===== config.mk =====
export PLATFORM = sky130hd
export DESIGN_NAME = decoder_pulse_n_flat
export DESIGN_NICKNAME = d
export VERILOG_FILES = /design/src/rtl/decoder_pulse_n_if.sv /design/src/rtl/decoder_pulse_n.sv /design/src/flat_wrapper.sv
export SDC_FILE = /design/constraint.sdc
export NUM_CORES = 1
export LEC_CHECK = 0
export ABC_AREA = 1
export BUFFER_PORTS_ARGS = -buffer_cell sky130_fd_sc_hd__buf_2
export CORE_MARGIN = 1
export CORE_UTILIZATION = 28
export DETAILED_ROUTE_END_ITERATION = 10
export GPL_TIMING_DRIVEN = 0
export PLACE_DENSITY_LB_ADDON = 0.2
export REMOVE_ABC_BUFFERS = 1
export SLEW_MARGIN = 20
export SYNTH_ARGS = -nofsm -noshare
export SYNTH_HDL_FRONTEND = slang
export SYNTH_SLANG_ARGS = --single-unit

===== constraint.sdc =====
create_clock -name clk -period 1.6 [get_ports clk]
set_input_delay 0.24 -clock clk [delete_from_list [all_inputs] [get_ports clk]]
set_output_delay 0.24 -clock clk [all_outputs]
set_load 0.01 [all_outputs]

===== src/rtl/decoder_pulse_n_if.sv =====
// Command handshake for decoder_pulse_n: select index, mode and valid/ready.
interface decoder_pulse_n_if #(
  parameter int SEL_W = 3
);
  logic             mode;
  logic [SEL_W-1:0] sel_in;
  logic             sel_valid;
  logic             sel_ready;

  modport master (
    output mode, sel_in, sel_valid,
    input  sel_ready
  );

  modport slave (
    input  mode, sel_in, sel_valid,
    output sel_ready
  );
endinterface


===== src/rtl/decoder_pulse_n.sv =====
// Registered one-hot decoder with level and timed-pulse output modes.
// Optional macro DECODER_RANGE_ERR_EN: out-of-range selects set sticky err.
module decoder_pulse_n #(
  parameter int SEL_W     = 3,
  parameter int NUM_OUT   = 8,
  parameter int PULSE_LEN = 4
) (
  input  logic               clk,
  input  logic               rst,
  input  logic               enable,
  decoder_pulse_n_if.slave   cmd,
  output logic [NUM_OUT-1:0] out,
  output logic               busy,
  output logic               err
);
  localparam int CNT_W = $clog2(PULSE_LEN) + 1;

  typedef enum logic [1:0] {
    IDLE,
    HOLD,
    PULSE
  } state_e;

  state_e             state_q;
  logic [CNT_W-1:0]   cnt_q;
  logic [NUM_OUT-1:0] out_q;
  logic [NUM_OUT-1:0] dec_d;
  logic               accept;

  always_comb begin
    dec_d = '0;
    for (int i = 0; i < NUM_OUT; i++)
      dec_d[i] = (cmd.sel_in == SEL_W'(i));
  end

  assign cmd.sel_ready = enable && (state_q != PULSE);
  assign accept        = cmd.sel_valid && cmd.sel_ready;
  assign out           = out_q;
  assign busy          = (state_q != IDLE);

`ifdef DECODER_RANGE_ERR_EN
  logic err_q;
  logic in_rng;

  assign in_rng = |dec_d;
  assign err    = err_q;

  always_ff @(posedge clk) begin
    if (rst) begin
      state_q <= IDLE;
      cnt_q   <= '0;
      out_q   <= '0;
      err_q   <= 1'b0;
    end else if (!enable) begin
      state_q <= IDLE;
      cnt_q   <= '0;
      out_q   <= '0;
    end else if (state_q == PULSE) begin
      if (cnt_q == '0) begin
        state_q <= IDLE;
        out_q   <= '0;
      end else begin
        cnt_q <= cnt_q - CNT_W'(1);
      end
    end else if (accept) begin
      // Out-of-range command is consumed but only flags the error
      if (!in_rng) begin
        err_q <= 1'b1;
      end else begin
        out_q <= dec_d;
        if (cmd.mode) begin
          state_q <= PULSE;
          cnt_q   <= CNT_W'(PULSE_LEN - 1);
        end else begin
          state_q <= HOLD;
        end
      end
    end
  end
`else
  assign err = 1'b0;

  always_ff @(posedge clk) begin
    if (rst) begin
      state_q <= IDLE;
      cnt_q   <= '0;
      out_q   <= '0;
    end else if (!enable) begin
      state_q <= IDLE;
      cnt_q   <= '0;
      out_q   <= '0;
    end else if (state_q == PULSE) begin
      if (cnt_q == '0) begin
        state_q <= IDLE;
        out_q   <= '0;
      end else begin
        cnt_q <= cnt_q - CNT_W'(1);
      end
    end else if (accept) begin
      // Out-of-range select decodes to zero but sequences normally
      out_q <= dec_d;
      if (cmd.mode) begin
        state_q <= PULSE;
        cnt_q   <= CNT_W'(PULSE_LEN - 1);
      end else begin
        state_q <= HOLD;
      end
    end
  end
`endif
endmodule


===== src/flat_wrapper.sv =====
// flat-port wrapper written by rule: the top's interface ports become plain ports
module decoder_pulse_n_flat 
#(
  parameter int SEL_W     = 3,
  parameter int NUM_OUT   = 8,
  parameter int PULSE_LEN = 4
)
  (clk, rst, enable, out, busy, err, cmd_mode, cmd_sel_in, cmd_sel_valid, cmd_sel_ready);
  decoder_pulse_n_if #(.SEL_W(SEL_W)) cmd_i ();
  input  logic clk;
  input  logic rst;
  input  logic enable;
  output logic [NUM_OUT-1:0] out;
  output logic busy;
  output logic err;
  input wire logic [$bits(cmd_i.mode)-1:0] cmd_mode;
  input wire logic [$bits(cmd_i.sel_in)-1:0] cmd_sel_in;
  input wire logic [$bits(cmd_i.sel_valid)-1:0] cmd_sel_valid;
  output wire logic [$bits(cmd_i.sel_ready)-1:0] cmd_sel_ready;
  assign cmd_i.mode = cmd_mode;
  assign cmd_i.sel_in = cmd_sel_in;
  assign cmd_i.sel_valid = cmd_sel_valid;
  assign cmd_sel_ready = cmd_i.sel_ready;
  decoder_pulse_n #(.SEL_W(SEL_W), .NUM_OUT(NUM_OUT), .PULSE_LEN(PULSE_LEN)) u_core (.clk(clk), .rst(rst), .enable(enable), .cmd(cmd_i), .out(out), .busy(busy), .err(err));
endmodule

==> flow_metrics.py <==
metrics = {
    "yosys": {
        "ys_ff_latch": 13,
        "avgSynthCellArea_sq_um": 7.250,
        "synth_edf_count": 0,
        "netlist_top_cells_area": "dfxtp_1 35%, nor2_1 11%, nand2_1 7.6%",
        "synth_area_sq_um": 739.5,
        "synth_cell_types": 23,
        "ys.flop_type": "dfxtp_1",
        "yosys_warnings": 0,
        "yosys.area.top_type_share_pct": 35.19,
        "async_flop_share_pct": 0,
        "seq_area_frac_synth_pct": 35.19,
        "postSynthCellCount": 102,
        "yosysTopAreaCell": "dfxtp_1",
    },
    "placement": {
        "hpwl_microns": 1061,
        "gp_congestion": 0.6828,
        "dpl_cell_area_sq_um": 849.6,
        "io_buffers": 17,
        "dpl.cell_count": 147,
    },
    "cts": {
        "cts_tree": "done",
        "post-cts-setup-buffers": 0,
        "cts_resized": 0,
        "cts_buffers": 3,
        "clockBufferDepth": 2,
        "htreeDepth": 1,
        "clock_tree.root_cell": "clkbuf_4",
        "insertion_delay_ps": 270,
        "cts_hold_buf": 0,
        "cts.clk_slew.worst_paths_ps": 90,
        "cts_num_sinks": 13,
    },
    "critical_path": {
        "crit_path_cell_trace": "inv_2 > nor2_4 > nor2_1 > buf_2",
        "critPathKind": "reg -> out",
        "startpoint_type": "register",
        "critPathArrivalTime_ps": 1070,
        "crit_slowest_cell": "dfxtp_1",
        "cp.required_ps": 1360,
        "cp_max_fo": 5,
        "critPathBufInv": 2,
        "r2r-start": "u_core.cnt_q[0]$_SDFFE_PP0P_",
        "critical-path-max-stage-delay_ps": 390,
        "end_kind": "primary output",
        "critPathLaunch": "u_core.state_q[1]$_SDFFE_PP0P_",
        "path_delay_family": "flip-flops",
    },
    "sta": {
        "finalSetupViolCount": 0,
        "tns_ps": 0,
        "finalHoldViolCount": 0,
        "period_minus_slack_ps": 1314,
        "slew_violations": 0,
        "fin_crit_sh_pct": 82.12,
        "fmax_mhz": 761.1,
        "finClkSkew_ps": 1.432,
        "rsz0062_at_grt": "no",
    },
    "detailed_routing": {
        "vias_per_cell": 4.053,
        "avgRoutedWirePerCell_microns": 9.536,
        "drtIter0Drc": 3,
        "antenna_left": 0,
        "firstDrtPassIters": 4,
        "routed_wl_microns": 1440,
        "vias": 612,
        "drc": 0,
    },
    "cells_and_area": {
        "seq_area_sq_um": 260.3,
        "final_cells": 151,
        "layout_common_cells": "21 x nor2_1, 17 x buf_2, 15 x nand2_1",
        "syn_to_final_growth_pct": 18.44,
        "num-fill-cells": 295,
        "finish.instance_area_sq_um": 875.8,
        "final_nets": 132,
        "final_core_util_pct": 35.35,
        "layout_commonest_cell": "nor2_1",
        "n_antenna_cell": 0,
        "multi_input_area_sq_um": 406.6,
        "drive_gt1_share_pct": 35.54,
    },
    "die": {
        "fp.dieW_microns": 53.39,
        "start_util_pct": 29.85,
        "ios": 19,
        "core_area_sq_um": 2477,
        "rows": 18,
        "fp.dieH_microns": 53.39,
        "die-area_sq_um": 2850,
    },
    "outcome": {
        "status": "complete, no violations",
    },
    "power_and_ir_drop": {
        "p_per_area_nw_per_um2": 758.3,
        "power_uw": 664.2,
        "peakVddDrop_mv": 0.4214,
        "p_leak_uw": 0.0004422,
    },
    "global_route": {
        "grt_first_pass_wirelength_microns": 2456,
        "grt_use_total_pct": 11.90,
        "grt_overflow": 0,
        "grt_pass1_vias": 573,
        "antenna_found_initial": 0,
        "grt_max_degree": 13,
    },
    "hold_path": {
        "hp-class": "in -> reg",
        "hold_start": "cmd_mode",
    },
    "run": {
        "drv_cap": 0,
    },
}
[metal layers]
metal  up-vias  GRT usage (%)  wire length [microns]
li1        349              -                      -
met1       254          16.15                    714
met5         -              0                      0
met2         7          17.71                    669
met3         2          3.448                     40
met4         0          3.947                     15
[worst paths after layout]
check	end	cells after the start	slack [ps]
setup / recovery	cmd_sel_ready	4	290
hold / removal	u_core.state_q[1]$_SDFFE_PP0P_	3	300
setup reg to reg	u_core.out[3]$_SDFFE_PP0P_	9	290
hold reg to reg	u_core.out[0]$_SDFFE_PP0P_	2	500
[cells by family (layout without fill, tap and decap cells)]
family	Yosys count	after routing	synth area share, %
flops	13	13	35.19
other cells	1	1	0.5071
buf+inv	16	35	9.813
xor+xnor	1	1	1.185
fa+ha+maj	2	2	3.384
simple gates	55	55	39.93
compound gates	14	14	9.983
[registers in the layout (all words and copies together) (netlist names)]
register        flops
u_core.out          8
u_core.state_q      2
u_core.cnt_q        3
[power breakdown]
group	switching (uW)	internal [uW]
clock	112	96.4
sequential	4.88	333
combinational	73.8	44.1
[Yosys cell counts (2+ instances only)]
cell type and count:
nand3_1 2, ha_1 2, dfxtp_1 13, nor2_2 9
nand2_2 2, inv_1 9, nor2_1 21, inv_2 4
o21ai_1 11, nand2_1 15, a21oi_1 2
[stage by stage]
step | hold slack [ps] | worst slack [ps]
floorplan | 434.6 | 405.1
global placement | 475.3 | 315.9
detailed placement | 480.3 | 315.4
CTS | 296.0 | 266.1
global route | 297.8 | 154.6
finish | 298.7 | 286.1
[area by class of cell]
type / instances / share of cell area [%]
inverter: 14 / 6.857
timing repair buffer: 17 / 9.714
sequential: 13 / 29.71
multi-input combinational: 73 / 46.43
clock buffer: 4 / 3.000
tap: 30 / 4.286
[worst reg2reg max path: stages, from the launching register on]
cell,delay [ps]
dfxtp_1,310
inv_1,110
ha_1,160
inv_1,40
nor2_1,160
nand2_4,100
nand2_8,120
inv_8,60
nor2_2,100
nor2_1,50
Power figures use the tool's default switching activity.
